==> config.mk <==
export PLATFORM = sky130hd
export DESIGN_NAME = effect_limiter
export DESIGN_NICKNAME = d
export VERILOG_FILES = /design/src/rtl/effect_limiter.sv
export SDC_FILE = /design/constraint.sdc
export NUM_CORES = 1
export LEC_CHECK = 0
export CORE_MARGIN = 2
export CORE_UTILIZATION = 40
export DETAILED_ROUTE_END_ITERATION = 10
export GPL_TIMING_DRIVEN = 0
export PLACE_DENSITY_LB_ADDON = 0.3
export SLEW_MARGIN = 20
export SYNTH_ARGS = -nofsm -noshare
export SYNTH_HDL_FRONTEND = slang
export SYNTH_SLANG_ARGS = --single-unit
export TNS_END_PERCENT = 5
==> constraint.sdc <==
create_clock -name i_clk -period 6.5 [get_ports i_clk]
set_clock_uncertainty 0.05 [all_clocks]
set_input_delay 0.65 -clock i_clk [delete_from_list [all_inputs] [get_ports i_clk]]
set_output_delay 0.65 -clock i_clk [all_outputs]
set_load 0.03 [all_outputs]
==> src/rtl/effect_limiter.sv <==
// Output-stage peak limiter: two-stage gain multiply with attack/hold/release
// gain smoothing and a final hard clamp to the selected threshold.
module effect_limiter #(
   parameter int unsigned ATTACK_STEP  = 512,
   parameter int unsigned RELEASE_STEP = 8,
   parameter int unsigned HOLD_SAMPLES = 480,
   parameter int unsigned GAIN_MIN     = 4096
) (
   input  logic               i_clk,
   input  logic               i_rst,
   input  logic               i_valid,
   input  logic               i_enable,
   input  logic [2:0]         i_level_threshold,
   input  logic signed [15:0] i_data,
   output logic signed [15:0] o_data,
   output logic               o_valid,
   output logic               o_limiting
);

   localparam int unsigned     HOLD_W    = $clog2(HOLD_SAMPLES + 1);
   localparam logic [16:0]     UNITY     = 17'd32768;
   localparam logic [16:0]     ATK       = 17'(ATTACK_STEP);
   localparam logic [16:0]     REL       = 17'(RELEASE_STEP);
   localparam logic [16:0]     GMIN      = 17'(GAIN_MIN);
   localparam logic [HOLD_W-1:0] HOLD_LOAD = HOLD_W'(HOLD_SAMPLES);

   // stage 1 registers
   logic               s1_valid;
   logic signed [15:0] x_q;
   logic               en_q;
   logic [15:0]        thr_q;
   logic signed [32:0] p_q;

   // gain state
   logic [16:0]        gain_q;
   logic [HOLD_W-1:0]  hold_q;

   // stage 2 combinational
   logic signed [17:0] y;
   logic signed [17:0] thr_s;
   logic [16:0]        a;
   logic signed [15:0] y_clamp;
   logic               over;
   logic [16:0]        gain_next;
   logic [HOLD_W-1:0]  hold_next;

   always_comb begin
      y     = 18'(p_q >>> 15);
      a     = 17'(y[17] ? -y : y);
      thr_s = $signed({2'b00, thr_q});
      over  = (a > {1'b0, thr_q});

      if (y > thr_s)
         y_clamp = thr_q;
      else if (y < -thr_s)
         y_clamp = 16'(-thr_s);
      else
         y_clamp = 16'(y);

      gain_next = gain_q;
      hold_next = hold_q;
      if (!en_q) begin
         gain_next = UNITY;
         hold_next = '0;
      end else if (over) begin
         gain_next = (gain_q >= GMIN + ATK) ? gain_q - ATK : GMIN;
         hold_next = HOLD_LOAD;
      end else if (hold_q != '0) begin
         hold_next = hold_q - HOLD_W'(1);
      end else begin
         gain_next = (gain_q > UNITY - REL) ? UNITY : gain_q + REL;
      end
   end

   always_ff @(posedge i_clk) begin
      if (i_rst) begin
         s1_valid   <= 1'b0;
         x_q        <= '0;
         en_q       <= 1'b0;
         thr_q      <= '0;
         p_q        <= '0;
         gain_q     <= UNITY;
         hold_q     <= '0;
         o_data     <= '0;
         o_valid    <= 1'b0;
         o_limiting <= 1'b0;
      end else begin
         s1_valid <= i_valid;
         o_valid  <= s1_valid;
         // stage 1 samples the gain as registered at this edge, so a
         // back-to-back sample does not see the update made in parallel
         if (i_valid) begin
            x_q   <= i_data;
            en_q  <= i_enable;
            thr_q <= {1'b0, i_level_threshold, 12'hFFF};
            p_q   <= 33'(i_data) * 33'($signed({1'b0, gain_q}));
         end
         if (s1_valid) begin
            o_data     <= en_q ? y_clamp : x_q;
            gain_q     <= gain_next;
            hold_q     <= hold_next;
            o_limiting <= (gain_next < UNITY);
         end
      end
   end

endmodule
; ---- Yosys cells after proc, flatten, opt, wreduce, memory -nomap -nowiden
; Cells that the tools add are included.
[op_classes]
reduce_logical = 2
add_sub_neg = 5
mux = 12
eq_ne = 1
n_mul = 1
order_cmp = 6
[op_table]
columns = cell, count
row1 = 17-bit two-way mux, 6
row2 = 16-bit two-way mux, 3
row3 = 16-bit by 18-bit multiplier with 33-bit output, 1
row4 = 9-bit two-way mux, 3
row5 = 18-bit by 16-bit greater-than comparator with 1-bit output, 1
row6 = 18-bit less-than comparator, 1
row7 = 15-bit negator with 18-bit output, 1
row8 = "17-bit by 4-bit adder with 17-bit output, second input constant", 1
row9 = "17-bit by 13-bit >= comparator with 1-bit output, second input constant", 1
row10 = 17-bit by 15-bit greater-than comparator with 1-bit output, 1
row11 = "17-bit by 15-bit greater-than comparator with 1-bit output, second input constant", 1
row12 = "17-bit by 16-bit less-than comparator with 1-bit output, second input constant", 1
row13 = 17-bit negator, 1
row14 = "17-bit by 10-bit subtractor with 17-bit output, second input constant", 1
row15 = 9-bit nonzero test, 1
row16 = "9-bit by 1-bit subtractor with 9-bit output, second input constant", 1
row17 = "3-bit by 1-bit != test with 1-bit output, second input constant", 1
row18 = 2-bit AND reduction, 1
[word_totals]
inputBits = 23
reg_bits = 110
out_inout_bits = 18
word_cells = 37

; ---- Logic depth before layout (Yosys ltp)
; Gate-level depths: netlist of the first run.
[logic_depth]
depth_word = 6
ltp_mapped = 24
ltp_nobuf = 23

; ---- Worst setup path after synthesis of the first run
; No wires, ideal clock.
[synth_path]
path_kind = input port to flip-flop
start = input port i_data[15]
end = register p_q[32]
required_ps = 6364
setup_ps = 86
cell_stages = 21
arrival_time_ps = 6648
setup_slack_ps = -283
path_buffers = 1
cell_sequence = inv_1 -> clkbuf_1 -> nor2_1 -> fa_1 -> fa_1 -> fa_1 -> fa_1 -> fa_1 -> inv_1 -> fa_1 -> inv_1 -> ha_1 -> a21o_1 -> a21o_1 -> a221oi_1 -> o221ai_1 -> a211oi_1 -> o2111ai_1 -> o31a_1 -> xnor2_1 -> a211oi_1
[synth_via]
elab_chain_cells = 1
[synth_lines]
columns = element, line
row1 = "start, declared", 14  ; input logic signed [15:0] i_data,
row2 = 16-bit by 18-bit multiplier with 33-bit output, 96  ; p_q <= 33'(i_data) * 33'($signed({1'b0, gain_q}));
row3 = "end signal, assigned", 96
row4 = "end, declared", 32  ; logic signed [32:0] p_q;
; No other way between the ends.
; A chain may end at the register's enable or synchronous reset.

; ---- Final worst setup path of the first run
[layout_path]
start = input port i_data[6]
end = register p_q[32]
; Same word-level chain as after synthesis.

==> flow_metrics.env, run 1 <==
export IMPL_layout_setup_ws_ns=0.1192
export IMPL_worst_setup_path_end_kind="flop"
export IMPL_gp_congestion=0.8655
export IMPL_start_kind="primary input"
export IMPL_synthMuxAreaShare_pct=2.714
export IMPL_fin_crit_sh_pct=98.17
export IMPL_synth_seq_area_share_pct=12.52
export IMPL_leakage_nw=7.369
export IMPL_dr_pass1_iters=5
export IMPL_critPathKind="primary input to flop"
export IMPL_area_growth_syn_to_layout_pct=20.81
export IMPL_drt_iter0_markers=770
export IMPL_hpwlAfterDp_um=28580
export IMPL_dp_slack_ns=-1.695
export IMPL_synth_top_family_by_area="adder cells"
export IMPL_max_freq_ghz=0.1567
export IMPL_dieWidth_um=184.0
export IMPL_worst_slew_pin_slew_ns=0.9310
export IMPL_drv_cap=0
export IMPL_cts_made_buffers=9
export IMPL_cts_tree="built"
export IMPL_whs_ns=0.4417
export IMPL_grt_max_degree=27
export IMPL_required_ns=6.65
export IMPL_ioPinCount=41
export IMPL_grt_overflow_total=0
export IMPL_worstHoldPathCells=2
export IMPL_final_cell_area_um2=15650
export IMPL_max_slew_margin_rel_pct=37.87
export IMPL_synth_compound_area_share_pct=9.966
export IMPL_pwr_density_cell_nw_per_um2=210.0
export IMPL_synth_area_um2=12960
export IMPL_wire_per_inst_um=17.89
export IMPL_synthArstFlopShare_pct=0
export IMPL_ys_warn_count=0
export IMPL_start_util_pct=40.85
export IMPL_hold_viol=0
export IMPL_vias=10767
export IMPL_power_mw=3.286
export IMPL_numPortBuffers=40
export IMPL_critPathMaxFanout=7
export IMPL_drtAntennaViolNets=0
export IMPL_synth_seq_cells=81
export IMPL_ctsLongestPathBuffers=2
export IMPL_die_area_um2=33850
export IMPL_synthFlopType="dfxtp_1"
export IMPL_slew_violations=0
export IMPL_tns_ns=0
export IMPL_via_per_inst=5.268
export IMPL_drive_gt1_share_pct=14.31
export IMPL_die_h_um=184.0
export IMPL_antenna_cells=0
export IMPL_yosys_area_share_adder_pct=44.65
export IMPL_drc=0
export IMPL_cp_arrival_ns=6.53
export IMPL_grt_antenna_before_repair=1
export IMPL_synthSimpleGateAreaFrac_pct=17.34
export IMPL_hp_class="flop to flop"
export IMPL_r2r_cells=22
export IMPL_nets=2006
export IMPL_grt_pass1_wl_um=57290
export IMPL_clk_pin_slew_ns=0.06
export IMPL_netlist_instances=1504
export IMPL_grt_usage_pct=21.84
export IMPL_worst_skew_pair_late_latency_ns=0.35
export IMPL_finalSetupViolations=0
export IMPL_clock_sinks=81
export IMPL_core_um2=31720
export IMPL_routed_wl_um=36570
export IMPL_fin_crit_ns=6.381
export IMPL_htreeDepth=3
export IMPL_placed_area_um2=13990
export IMPL_synth_enable_flop_cells=0
export IMPL_irDropWorstVdd_uv=250.0
export IMPL_grt_pass1_vias=10884
export IMPL_synth_xor_area_share_pct=2.772
export IMPL_ys_types=71
export IMPL_cts_root_buffer="clkbuf_16"
export IMPL_syn_avg_cell_area_um2=8.614
export IMPL_status="complete, no violations"
export IMPL_num_fill_cells=3024
export IMPL_rows=65
==> sequential cells by signal, indices dropped and copies added (netlist names) <==
signal,count
thr_q,4
x_q,16
p_q,18
o_valid,1
o_data,16
gain_q,14
s1_valid,1
en_q,1
o_limiting,1
hold_q,9
==> path summary, 6_finish.rpt <==
path                                  from         end  slack, ns
worst min-delay path            o_data[12]  o_data[12]       0.44
worst min register to register  o_data[12]  o_data[12]       0.44
worst max-delay path             i_data[6]     p_q[32]       0.12
worst max register to register  gain_q[11]     p_q[32]       0.13
==> cell usage after synthesis, drive strengths merged (7+ instances only) <==
master	instances	area share (%)
buf	13	0.53
dfxtp	81	13
nand2b	9	0.43
nor4	7	0.39
nand3	21	0.81
ha	152	15
nor3	27	1.1
o31ai	9	0.52
xor2	12	0.81
inv	257	7.4
mux2i	34	2.6
clkbuf	67	1.9
a21o	13	0.75
nor2	115	3.4
a21oi	66	2.6
o21ai	34	1.3
and2	104	5.0
xnor2	29	2.0
nand2	141	4.1
a211oi	12	0.70
and3	7	0.34
fa	194	30
==> cell usage in the layout, fill, tap and decap left out, types with 6 or more instances in the layout <==
cell type and n:
ha_4 10, buf_8 20, nor4_1 6, inv_1 242, a211oi_1 9, buf_12 8, mux2i_1 34, dfxtp_4 11
xor2_1 11, nor3_1 26, nand3_1 20, clkbuf_1 25, o21ai_1 7, ha_1 142, clkdlybuf4s50_1 25, buf_4 57
xnor2_1 28, and2_4 8, clkbuf_16 17, and2_1 96, buf_1 7, conb_1 29, and3_1 7, a21o_1 13
nand2_1 135, o21ai_0 26, nor2_2 6, inv_2 15, a21oi_1 61, fa_2 16, nor2_1 108, dfxtp_1 68
nand2b_1 9, o31ai_1 9, fa_1 178, buf_6 15
==> kinds of logic (layout without fill, tap and decap cells) <==
logic type / after synthesis / count (layout)
AO/OA/AOI/OAI: 198 / 198
XOR/XNOR: 41 / 41
adder cells (fa/ha/maj): 346 / 346
buffers and inverters: 339 / 450
flip-flops: 81 / 81
multiplexers: 35 / 35
other: 2 / 29
AND/OR/NAND/NOR: 462 / 462
==> stage by stage <==
step	std cells	util, %
finish	2044	49.35
global route	2044	49.35
CTS	2002	47.07
detailed placement	1973	44.11
global placement	1973	44.11
floorplan	1531	-
==> metal layers <==
| metal | part of all wire [%] | global-route usage [%] | vias up |
|---|---|---|---|
| li1 | - | - | 5033 |
| met1 | 42 | 28.16 | 5347 |
| met2 | 49 | 38.20 | 321 |
| met3 | 5.8 | 2.833 | 64 |
| met4 | 3.1 | 6.464 | 2 |
| met5 | 0.036 | 0 | - |
==> layout make-up <==
cell class / instances / area [µm²] / share of cell area [%]
inverter: 259 / 972.2 / 6.211
buffer: 71 / 733.2 / 4.684
tap: 402 / 503.0 / 3.213
multi-input combinational: 1111 / 10510 / 67.13
sequential: 81 / 1665 / 10.64
timing repair buffer: 104 / 980.9 / 6.267
clock inverter: 5 / 37.54 / 0.2398
clock buffer: 11 / 252.7 / 1.615
==> critical path, cell delays in order <==
cell	delay, ns
buf_6	0.13
buf_8	0.13
and2_4	0.13
fa_1	0.56
inv_2	0.05
fa_2	0.52
inv_1	0.05
fa_1	0.55
fa_2	0.46
fa_1	0.51
inv_1	0.05
fa_1	0.57
inv_2	0.06
ha_4	0.25
nand2_2	0.08
o21ai_2	0.07
a221oi_4	0.33
o221ai_4	0.22
a211oi_4	0.35
o2111ai_2	0.19
o31a_1	0.30
xnor2_2	0.22
a211oi_2	0.09
==> power breakdown <==
| part | internal (mW) | switching [mW] |
|---|---|---|
| logic | 0.950 | 1.17 |
| registers | 0.554 | 0.112 |
| clock network | 0.281 | 0.218 |
==> repair_timing <==
item / 4_1_cts / 5_1_grt
setup buffers: 16 / 43
resized for setup: 220 / 157
pin swaps: 35 / 69
hold buffers: 0 / 0
endpoints found under the setup margin: 18 / 8
cloned: 0 / 5
No activity file was read; power rests on OpenSTA's default activity.
==> run 2, diff against run 1 <==
--- a/config.mk
+++ b/config.mk
@@ -10,6 +10,7 @@
 export DETAILED_ROUTE_END_ITERATION = 10
 export GPL_TIMING_DRIVEN = 0
 export PLACE_DENSITY_LB_ADDON = 0.3
+export SKIP_CTS_REPAIR_TIMING = 1
 export SLEW_MARGIN = 20
 export SYNTH_ARGS = -nofsm -noshare
 export SYNTH_HDL_FRONTEND = slang
==> run 2 against run 1 <==
Net effect: combinational power fell by 3%; hold slack about the same; first-iteration DRC count is 5.1% lower; total power is 1.9% lower; die area did not move; sequential share of layout area up 0.19 points; critical path depth fell by 1; non-clock buffer count down 15; clock power hardly changed; core utilization fell by 1.4 points; via count decreased by 1.3%; flip-flop and latch count stayed put.
==> flow_metrics.env, run 2 (synthesis results as in run 1) <==
export IMPL_grt_overflow_total=0
export IMPL_placed_area_um2=13990
export IMPL_hpwlAfterDp_um=28580
export IMPL_grt_max_degree=27
export IMPL_routed_wl_um=35720
export IMPL_placed_cells=1973
export IMPL_worst_skew_pair_late_latency_ns=0.35
export IMPL_grt_pass1_wl_um=56350
export IMPL_top_register="p_q"
export IMPL_tns_ns=0
export IMPL_path_cells="buf_4 -> buf_6 -> buf_4 -> and2_1 -> fa_1 -> inv_1 -> fa_1 -> fa_1 -> inv_1 -> fa_1 -> fa_2 -> fa_1 -> ha_2 -> a21oi_2 -> o21ai_2 -> a221oi_4 -> o221ai_4 -> a211oi_4 -> o2111ai_2 -> o31a_1 -> xnor2_2 -> a211oi_2"
export IMPL_mostFrequentLayoutCells="243 x inv_1, 185 x fa_1, 143 x ha_1, 138 x nand2_1, 110 x nor2_1"
export IMPL_fin_crit_sh_pct=98.86
export IMPL_vias=10629
export IMPL_area_growth_syn_to_layout_pct=17.39
export IMPL_whs_ns=0.4420
export IMPL_cts_root_buffer="clkbuf_16"
export IMPL_clk_pin_slew_ns=0.06
export IMPL_crit_top_cell="fa_1"
export IMPL_internal_power_mw=1.745
export IMPL_largest_reg_flops=18
export IMPL_gp_congestion=0.8655
export IMPL_reg_top3="p_q x18, o_data x16, x_q x16"
export IMPL_drv_cap=0
export IMPL_grt_pass1_vias=10712
export IMPL_drive_gt1_share_pct=12.17
export IMPL_clkPwrFrac_pct=15.4
export IMPL_final_cell_area_um2=15210
export IMPL_hp_class="flop to flop"
export IMPL_start_util_pct=40.85
export IMPL_dr_pass1_iters=5
export IMPL_max_freq_ghz=0.1556
export IMPL_ioPinCount=41
export IMPL_critPathMaxStageDelay_ns=0.58
export IMPL_fin_crit_ns=6.426
export IMPL_worst_setup_path_end_kind="flop"
export IMPL_die_h_um=184.0
export IMPL_nets=1991
export IMPL_worst_slew_pin_slew_ns=0.9390
export IMPL_num_fill_cells=3068
export IMPL_pwr_density_cell_nw_per_um2=211.9
export IMPL_die_area_um2=33850
export IMPL_power_switching_mw=1.478
export IMPL_finish_utilization_pct=47.95
export IMPL_slew_violations=0
export IMPL_htreeDepth=3
export IMPL_final_cells=2029
export IMPL_grt_usage_pct=21.48
export IMPL_numPortBuffers=40
export IMPL_finalSetupViolations=0
export IMPL_core_um2=31720
export IMPL_ctsLongestPathBuffers=2
export IMPL_irDropWorstVdd_uv=249.2
export IMPL_grt_antenna_before_repair=0
export IMPL_critPathMaxFanout=8
export IMPL_cts_made_buffers=9
export IMPL_rsz0062_at_grt="yes"
export IMPL_start_kind="primary input"
export IMPL_drc=0
export IMPL_slowest_stage="fa_2"
export IMPL_drt_iter0_markers=731
export IMPL_p_comb_share_pct=64.0
export IMPL_max_slew_margin_rel_pct=37.33
export IMPL_rows=65
export IMPL_final_common_cell="inv_1"
export IMPL_cts_tree="built"
export IMPL_drtAntennaViolNets=0
export IMPL_p_seq_share_pct=20.6
export IMPL_clock_sinks=81
export IMPL_cp_arrival_ns=6.57
export IMPL_hold_viol=0
export IMPL_wire_per_inst_um=17.61
export IMPL_antenna_cells=0
export IMPL_critPathKind="primary input to flop"
export IMPL_leakage_nw=7.172
export IMPL_status="complete, no violations"
export IMPL_switching_share_pct=45.86
export IMPL_via_per_inst=5.239
export IMPL_dieWidth_um=184.0
export IMPL_required_ns=6.65
[run 2: path summary, 6_finish.rpt]
| check | slack (ns) | to | from | cells after the start |
|---|---|---|---|---|
| setup / recovery | 0.07 | p_q[32] | i_data[4] | 22 |
| hold / removal | 0.44 | o_data[12] | o_data[12] | 2 |
| setup reg to reg | 0.09 | p_q[32] | gain_q[13] | 23 |
| hold reg to reg | 0.44 | o_data[12] | o_data[12] | 2 |
[run 2: cell type report]
type                       instances  area (µm²)  area share (%)
inverter                         259       972.2           6.392
sequential                        81        1648           10.83
clock inverter                     5       37.54          0.2468
tap                              402       503.0           3.307
multi-input combinational       1111       10420           68.48
clock buffer                      11       252.7           1.662
timing repair buffer              83       696.9           4.582
buffer                            77       683.2           4.492
[run 2: critical path, delay by kind of cell]
kind	cells	cell delay [ns]
compound gates	8	1.80
buf+inv	5	0.53
xor+xnor	1	0.19
simple gates	1	0.14
fa+ha+maj	7	3.28
[run 2: power groups by stage]
| stage | logic, mW | clock network, mW | registers, mW |
|---|---|---|---|
| 2_1_floorplan | 1.38 | 0 | 0.639 |
| 3_3_place_gp | 1.81 | 0 | 0.672 |
| 3_5_place_dp | 1.85 | 0 | 0.674 |
| 4_1_cts | 1.86 | 0.508 | 0.663 |
| 5_1_grt | 2.31 | 0.522 | 0.674 |
| 6_report | 2.06 | 0.497 | 0.665 |
[run 2: metrics by stage]
stage | power (mW) | setup slack, ns
finish | 3.223 | 0.07387
global route | 3.505 | -0.07649
CTS | 3.034 | -1.349
detailed placement | 2.524 | -1.695
global placement | 2.484 | -1.699
floorplan | 2.020 | 0.005713
[run 2: metal layers]
metal / part of all wire, % / GRT usage, %
met5: 0 / 0
met1: 43 / 27.87
met3: 5.4 / 3.031
met4: 3.1 / 6.272
met2: 49 / 37.21
==> run 3, diff against run 2 <==
--- a/config.mk
+++ b/config.mk
@@ -5,8 +5,9 @@
 export SDC_FILE = /design/constraint.sdc
 export NUM_CORES = 1
 export LEC_CHECK = 0
+export CORE_ASPECT_RATIO = 1.75
 export CORE_MARGIN = 2
-export CORE_UTILIZATION = 40
+export CORE_UTILIZATION = 25
 export DETAILED_ROUTE_END_ITERATION = 10
 export GPL_TIMING_DRIVEN = 0
 export PLACE_DENSITY_LB_ADDON = 0.3
==> run 3 against run 2 <==
Net effect: sequential share of layout area fell by 0.42 points; clock-buffer cell count fell by 2; non-clock buffer count rose by 7; design area rose by 4.1%; hold slack got worse by 0.0046 ns; flip-flop and latch count did not move; core utilization fell by 17 points.
==> flow_metrics.env, run 3 (synthesis results as in run 1) <==
export IMPL_required_ns=6.65
export IMPL_leakage_nw=7.284
export IMPL_start_util_pct=25.24
export IMPL_num_fill_cells=5430
export IMPL_critPathMaxStageDelay_ns=0.57
export IMPL_hold_end="o_data[14]"
export IMPL_finalSetupViolations=0
export IMPL_placed_cells=2243
export IMPL_hpwlAfterDp_um=35470
export IMPL_max_freq_ghz=0.1538
export IMPL_drv_cap=0
export IMPL_grt_max_degree=27
export IMPL_via_per_inst=4.619
export IMPL_dp_slack_ns=-2.262
export IMPL_dieWidth_um=176.1
export IMPL_placed_area_um2=14330
export IMPL_gp_congestion=0.8974
export IMPL_htreeDepth=3
export IMPL_r2r_setup_slack_ns=0.0001
export IMPL_top_register="p_q"
export IMPL_r2r_start="gain_q[12]"
export IMPL_slew_violations=0
export IMPL_grt_antenna_before_repair=0
export IMPL_drc=0
export IMPL_wire_per_inst_um=18.37
export IMPL_grt_pass1_wl_um=65110
export IMPL_layout_setup_ws_ns=0.0001208
export IMPL_die_area_um2=53730
export IMPL_worstHoldPathCells=2
export IMPL_irDropWorstVdd_uv=120.5
export IMPL_p_seq_share_pct=20.1
export IMPL_cp_arrival_ns=6.64
export IMPL_max_slew_margin_rel_pct=36.61
export IMPL_largest_reg_flops=18
export IMPL_hold_start="o_data[14]"
export IMPL_path_cells="buf_6 -> buf_12 -> buf_12 -> and2_4 -> fa_1 -> inv_1 -> fa_1 -> fa_2 -> inv_2 -> fa_2 -> fa_1 -> fa_1 -> ha_4 -> a21oi_4 -> o21ai_2 -> a221oi_4 -> o221ai_4 -> a211oi_4 -> o2111ai_2 -> o31a_1 -> xnor2_2 -> a211oi_1"
export IMPL_start_kind="flop"
export IMPL_switching_share_pct=45.52
export IMPL_status="complete, no violations"
export IMPL_worst_setup_path_end_kind="flop"
export IMPL_routed_wl_um=42370
export IMPL_finish_utilization_pct=30.83
export IMPL_area_growth_syn_to_layout_pct=22.16
export IMPL_drive_gt1_share_pct=13.22
export IMPL_clock_sinks=81
export IMPL_rows=110
export IMPL_final_cell_area_um2=15830
export IMPL_pwr_density_cell_nw_per_um2=211.1
export IMPL_path_delay_family="adder cells"
export IMPL_drt_iter0_markers=458
export IMPL_path_buf_inv=5
export IMPL_dr_pass1_iters=5
export IMPL_hp_class="flop to flop"
export IMPL_final_common_cell="inv_1"
export IMPL_vias=10651
export IMPL_mostFrequentLayoutCells="240 x inv_1, 177 x fa_1, 143 x ha_1, 137 x nand2_1, 110 x nor2_1"
export IMPL_cts_root_buffer="clkbuf_16"
export IMPL_internal_power_mw=1.820
export IMPL_ctsLongestPathBuffers=2
export IMPL_reg_top3="p_q x18, o_data x16, x_q x16"
export IMPL_slowest_stage="fa_2"
export IMPL_cts_made_buffers=9
export IMPL_reg2reg_to="p_q[32]"
export IMPL_drtAntennaViolNets=0
export IMPL_numPortBuffers=40
export IMPL_cts_tree="built"
export IMPL_worst_skew_pair_late_latency_ns=0.35
export IMPL_crit_cells=22
export IMPL_critPathKind="flop to flop"
export IMPL_core_um2=51340
export IMPL_crit_top_cell="fa_1"
export IMPL_p_comb_share_pct=63.0
export IMPL_fin_crit_sh_pct=100.0
export IMPL_power_switching_mw=1.521
export IMPL_r2r_cells=22
export IMPL_grt_overflow_total=0
export IMPL_rsz0062_at_grt="yes"
export IMPL_die_h_um=305.2
export IMPL_worst_slew_pin_slew_ns=0.9498
export IMPL_antenna_cells=0
export IMPL_nets=1998
export IMPL_ioPinCount=41
export IMPL_clk_pin_slew_ns=0.07
export IMPL_hold_viol=0
export IMPL_power_mw=3.341
export IMPL_grt_pass1_vias=11275
export IMPL_final_cells=2306
export IMPL_grt_usage_pct=16.04
export IMPL_critPathMaxFanout=6
export IMPL_fin_crit_ns=6.500
export IMPL_clkPwrFrac_pct=16.9
run 3: cell types whose count changed in the layout (fill, tap and decap cells not counted), moves of 3 or more:
cell      delta
buf_12       +5
buf_2        -3
buf_8        +6
clkbuf_4     -3
fa_1         -8
fa_2         +8
inv_1        -3
inv_2        +3
run 3: power by group through the flow:
stage | clock, mW | combinational (mW) | sequential (mW)
2_1_floorplan | 0 | 1.38 | 0.639
3_3_place_gp | 0 | 1.85 | 0.685
3_5_place_dp | 0 | 1.88 | 0.683
4_1_cts | 0.583 | 1.90 | 0.673
5_1_grt | 0.597 | 2.35 | 0.679
6_report | 0.564 | 2.10 | 0.673
run 3: worst register-to-register path, delay by kind of cell (launching register included):
family	cells	cell delay, ns
XOR/XNOR	1	0.26
buffers and inverters	5	0.47
AO/OA/AOI/OAI	8	1.79
AND/OR/NAND/NOR	1	0.16
flip-flops	1	0.32
adder cells (fa/ha/maj)	7	3.30
run 3: cell type report:
cell class                      instances  area (µm²)  share of cell area [%]
Buffer                                 78       758.2                   4.791
Clock buffer                            9       225.2                   1.423
Clock inverter                          7       101.3                  0.6403
Inverter                              259       972.2                   6.142
Multi-Input combinational cell       1111       10450                   66.00
Sequential cell                        81        1649                   10.42
Tap cell                              672       840.8                   5.312
Timing Repair Buffer                   89       834.6                   5.273
run 3: stage by stage:
stage          hold WS [ns]  TNS, ns
5_1_grt              0.4627  -0.3698
3_3_place_gp         0.4284   -24.37
6_report             0.4374        0
2_1_floorplan        0.4102        0
4_1_cts              0.4443   -17.96
3_5_place_dp         0.4331   -24.17
run 3: worst max path at each step:
stage,start,to,slack (ns)
floorplan,i_data[15],p_q[32],0.006
finish,gain_q[12],p_q[32],0.0001
detailed placement,i_data[15],p_q[32],-2.26
global placement,i_data[11],p_q[32],-2.33
CTS,gain_q[13],p_q[32],-1.92
global route,gain_q[12],p_q[32],-0.16
run 3: per-layer routing:
layer  global-route usage [%]  wire (µm)  up-vias
met5                        0          0        -
met4                    9.552       3071        0
met3                    1.281        859       94
met2                    30.96      23520      202
met1                    16.52      14920     5343
li1                         -          -     5012
